$ cat config.mk
export PLATFORM = sky130hd
export DESIGN_NAME = fifo_ctrl
export DESIGN_NICKNAME = d
export VERILOG_FILES = /design/src/rtl/fifo_ctrl.sv
export SDC_FILE = /design/constraint.sdc
export NUM_CORES = 1
export LEC_CHECK = 0
export CAP_MARGIN = 20
export CORE_MARGIN = 10
export CORE_UTILIZATION = 30
export DETAILED_ROUTE_END_ITERATION = 10
export GPL_TIMING_DRIVEN = 0
export PLACE_DENSITY = 0.68
export SYNTH_ARGS = -nofsm -noshare
export SYNTH_HDL_FRONTEND = slang
export SYNTH_SLANG_ARGS = --single-unit
$ cat constraint.sdc
create_clock -name clk -period 3.1 [get_ports clk]
set_clock_uncertainty 0.05 [all_clocks]
set_input_delay 0.31 -clock clk [delete_from_list [all_inputs] [get_ports clk]]
set_output_delay 0.31 -clock clk [all_outputs]
set_load 0.01 [all_outputs]
$ cat src/rtl/fifo_ctrl.sv
// fifo_ctrl: circular-buffer controller for an external dual-port memory.
// Port A is the write-only side, port B the read-only side. The controller
// owns the pointers, the occupancy count, the flags and the sticky error bits.
//
// Request semantics: push and pop are requests sampled at each rising edge.
// A push is taken only when the FIFO is not full and a pop is taken only when
// it is not empty. A request that is not taken has no effect on the pointers,
// the count or the memory. A refused push sets overflow and a refused pop sets
// underflow. A taken pop returns its word one cycle later, qualified by
// valid_out. There is no back-pressure on the output side.
module fifo_ctrl #(
    parameter int DATA_W = 8,
    parameter int ADDR_W = 6,
    parameter int AF_THR = 56,
    parameter int AE_THR = 8
) (
    input  logic              clk,
    input  logic              reset_L,
    input  logic              push,
    input  logic              pop,
    input  logic [DATA_W-1:0] data_in,
    input  logic [DATA_W-1:0] q_b,
    output logic              we_a,
    output logic [ADDR_W-1:0] addr_a,
    output logic [DATA_W-1:0] data_a,
    output logic              we_b,
    output logic [ADDR_W-1:0] addr_b,
    output logic [DATA_W-1:0] data_out,
    output logic              valid_out,
    output logic              full,
    output logic              empty,
    output logic              almost_full,
    output logic              almost_empty,
    output logic [ADDR_W:0]   count,
    output logic              overflow,
    output logic              underflow
);

    localparam int              DEPTH_I = 1 << ADDR_W;
    localparam logic [ADDR_W:0] DEPTH   = DEPTH_I[ADDR_W:0];
    localparam logic [ADDR_W:0] AF_LVL  = AF_THR[ADDR_W:0];
    localparam logic [ADDR_W:0] AE_LVL  = AE_THR[ADDR_W:0];
    localparam logic [ADDR_W:0] ONE     = {{ADDR_W{1'b0}}, 1'b1};
    localparam logic [ADDR_W-1:0] PTR_ONE = {{(ADDR_W-1){1'b0}}, 1'b1};

    logic [ADDR_W-1:0] wr_ptr;
    logic [ADDR_W-1:0] rd_ptr;
    logic [ADDR_W:0]   cnt_q;
    logic              valid_q;
    logic              ovf_q;
    logic              unf_q;
    logic              push_ok;
    logic              pop_ok;
    logic              push_rej;
    logic              pop_rej;

    // Acceptance decisions. Both are masked by reset so that requests made
    // while reset is asserted never reach the memory. Because a pop is only
    // taken when empty is low, an empty FIFO never bypasses a word that is
    // pushed in the same cycle.
    always_comb begin
        push_ok  = 1'b0;
        pop_ok   = 1'b0;
        push_rej = 1'b0;
        pop_rej  = 1'b0;
        if (reset_L) begin
            push_ok  = push & ~full;
            pop_ok   = pop & ~empty;
            push_rej = push & full;
            pop_rej  = pop & empty;
        end
    end

    // Occupancy flags, decoded directly from the registered count.
    always_comb begin
        full         = (cnt_q == DEPTH);
        empty        = (cnt_q == '0);
        almost_full  = (cnt_q >= AF_LVL);
        almost_empty = (cnt_q <= AE_LVL);
    end

    // Memory port drive. Port B never writes. Its address is the read
    // pointer, which the memory samples on the edge that accepts the pop.
    always_comb begin
        we_a      = push_ok;
        addr_a    = wr_ptr;
        data_a    = data_in;
        we_b      = 1'b0;
        addr_b    = rd_ptr;
        data_out  = q_b;
        valid_out = valid_q;
        count     = cnt_q;
        overflow  = ovf_q;
        underflow = unf_q;
    end

    // Pointer and count update. The pointers wrap naturally at 2^ADDR_W. A
    // write can never land on an unread word, because a push is refused when
    // full.
    always_ff @(posedge clk) begin
        if (!reset_L) begin
            wr_ptr <= '0;
            rd_ptr <= '0;
            cnt_q  <= '0;
        end else begin
            if (push_ok) begin
                wr_ptr <= wr_ptr + PTR_ONE;
            end
            if (pop_ok) begin
                rd_ptr <= rd_ptr + PTR_ONE;
            end
            if (push_ok && !pop_ok) begin
                cnt_q <= cnt_q + ONE;
            end else if (pop_ok && !push_ok) begin
                cnt_q <= cnt_q - ONE;
            end
        end
    end

    // Output qualifier and sticky error flags.
    always_ff @(posedge clk) begin
        if (!reset_L) begin
            valid_q <= 1'b0;
            ovf_q   <= 1'b0;
            unf_q   <= 1'b0;
        end else begin
            valid_q <= pop_ok;
            if (push_rej) begin
                ovf_q <= 1'b1;
            end
            if (pop_rej) begin
                unf_q <= 1'b1;
            end
        end
    end

endmodule

==> qor.yml <==
rsz0062_at_grt: "no"
ff2ff_setup_slack_ps: 190
cp.arrival_ps: 3080
overflow: 0
rr_endpoint: "count[6]"
max_clock_freq_mhz: 341
clock_sink_count: 22
die_h_um: 86.9
detail_route.wl_per_cell_um: 13.7
path_cells: "clkdlybuf4s50_1 > clkinv_2 > clkbuf_2 > nor2_2 > ha_4 > inv_2 > ha_2 > a211oi_2 > or3_1 > nand4_1 > mux2i_1"
ys_types: 38
critPathLaunch: "reset_L"
worstPathMaxFanout: 10
routed_wl_mm: 3.50
place_congestion: 0.839
fin_crit_ps: 2930
fp.dieW_um: 86.9
cp_slowest_cell: "clkdlybuf4s50_1"
area_delta_synth_final_pct: 47.6
slew_headroom_pct: 61.8
io_buffers: 46
synth-main-ff-cell: "dfxtp_1"
internal_power_mw: 1.08
synth_edf_count: 0
synth.avg_cell_area_sq_um: 8.77
seq_area_frac_synth_pct: 32.8
stdcell_count: 255
p_switching_mw: 0.727
power_density_nw_per_um2: 911
ys_ff_latch: 22
outcome: "complete, no violations"
track_usage_pct: 9.01
hold_viol: 0
utilization_pct: 45.5
critPathCaptureType: "flip-flop"
peakVddDrop_mv: 0.588
post_cts_buffers: 0
drt-pass1-iter-count: 4
drc: 0
worst_pin_slew_ps: 568
antenna_found_initial: 0
final_max_slew_viol_count: 0
drt-initial-drc-count: 36
clk-insertion-delay-late_ps: 260
reg2reg_depth: 12
comb_power_share_pct: 59.0
final_nets: 233
rows: 24
finalSetupViolations: 0
hold_ws_ps: 430
initial_core_util_pct: 30.8
hold_end: "overflow"
final_common_cell: "clkdlybuf4s50_1"
viasPerCell: 4.77
coreArea_sq_um: 4350
fin_setup_tns_ps: 0
power_frac_clock_pct: 14.8
switching_share_pct: 40.3
synth_area_sq_um: 1340
most-common-layout-cells: "clkdlybuf4s50_1 (46), dfxtp_1 (20), nor2_1 (17), buf_4 (17), a21oi_1 (9)"
crit_type: "in2reg"
io_pins: 64
drive_above_1_share_pct: 18.7
start_kind: "primary input"
fillCellCount: 408
period_share_pct: 94.6
power_leakage_nw: 0.771
dp_cells: 251
antenna_cells: 0
grt_pass1_wl_mm: 5.71
die_area_sq_um: 7550
ys_warn_count: 0
drv_cap: 0
synthesis.nets: 182
min-delay-start: "overflow"
pwr-share-seq_pct: 26.2
clk_pin_slew_ps: 80
cts.htree.levels: 1
cts_tree: "yes"
required_ps: 3250
synthCells: 153
grt_pass1_vias: 1181
numCtsBuffers: 3
r2r-start: "count[0]"
max_stage_delay_ps: 630
dpl.hpwl_mm: 2.84
vias: 1216
clockRootBuffer: "clkbuf_8"
async_flop_share_pct: 0
grt_max_degree: 14
hold_depth: 2
hold_buffers: 0
cts_buffer_depth: 2
hold_class: "reg2reg"
ant_nets: 0
worst max-delay path: cells and delay by family:
kind            cells  cell delay [ps]
compound gates      1              100
simple gates        3              700
buf+inv             4             1190
fa+ha+maj           2              590
mux                 1              180
flip-flops by register name, indices dropped and copies added, names as in the netlist:
name / cells
underflow: 1
valid_out: 1
addr_b: 6
addr_a: 6
overflow: 1
count: 7
synth_stat cells (2+ instances only):
cell type / count / area (sq um)
nor4_1: 3 / 18.8
xnor2_1: 4 / 35.0
mux2i_1: 4 / 40.0
nand2_1: 5 / 18.8
a21oi_1: 9 / 45.0
o31ai_1: 2 / 15.0
nor3b_1: 2 / 15.0
nand4_1: 5 / 31.3
o211ai_1: 2 / 15.0
o21ai_0: 4 / 20.0
nand2b_1: 2 / 12.5
clkbuf_1: 2 / 7.51
xor2_1: 7 / 61.3
nor2_1: 18 / 67.6
a31oi_1: 2 / 12.5
dfxtp_1: 22 / 440
a21o_1: 2 / 15.0
ha_1: 8 / 100
or4_1: 3 / 22.5
o21ai_4: 2 / 32.5
a211oi_1: 4 / 30.0
nand3_1: 4 / 20.0
or3_1: 4 / 25.0
buf_4: 17 / 128
inv_1: 3 / 11.3
power groups by stage:
stage	Clock (mW)	Combinational (mW)	Sequential, mW
after floorplan	0	0.622	0.484
after global placement	0	1.02	0.473
after detailed placement	0	1.03	0.475
after CTS	0.278	1.05	0.470
after global routing	0.287	1.18	0.494
final	0.267	1.07	0.473
final cells by class:
cell class / instances / area [sq um] / area share [%]
timing repair buffer: 46 / 460 / 23.2
clock buffer: 3 / 41.3 / 2.08
multi-input combinational: 107 / 778 / 39.3
clock inverter: 1 / 30.0 / 1.52
tap: 52 / 65.1 / 3.28
inverter: 4 / 16.3 / 0.821
buffer: 20 / 148 / 7.45
sequential: 22 / 443 / 22.3
kinds of logic (layout without fill, tap and decap cells):
group           after synthesis  after routing  share of synthesized area [%]
flops                        22             22                           32.8
other cells                   1              1                          0.279
buf+inv                      24             74                           12.0
mux                           4              4                           2.98
simple gates                 52             52                           20.4
xor+xnor                     11             11                           7.18
compound gates               30             30                           15.4
fa+ha+maj                     9              9                           8.95
worst max-delay path by stage:
stage / to / slack (ps)
after floorplan: count[6] / 130
after global placement: count[6] / -640
after detailed placement: count[6] / -650
after CTS: count[6] / 8
after global routing: count[6] / 20
final: count[6] / 170
metal layers:
metal | wire [um] | GRT usage [%]
met5 | 0 | 0
met4 | 14 | 1.33
met3 | 442 | 5.24
met2 | 1640 | 14.5
met1 | 1410 | 10.3
timing repair:
item / 4_1_cts / 5_1_grt
cloned: 0 / 0
setup endpoints to repair: 4 / 3
gates resized for setup: 5 / 8
metrics by stage:
stage / worst slack [ps] / cell area (sq um) / power, mW
6_report: 166 / 1980 / 1.81
5_1_grt: 18.1 / 1980 / 1.96
4_1_cts: 8.32 / 1950 / 1.80
3_5_place_dp: -647 / 1870 / 1.51
3_3_place_gp: -639 / 1870 / 1.49
2_1_floorplan: 126 / 1340 / 1.11
Power figures use the tool's default switching activity.
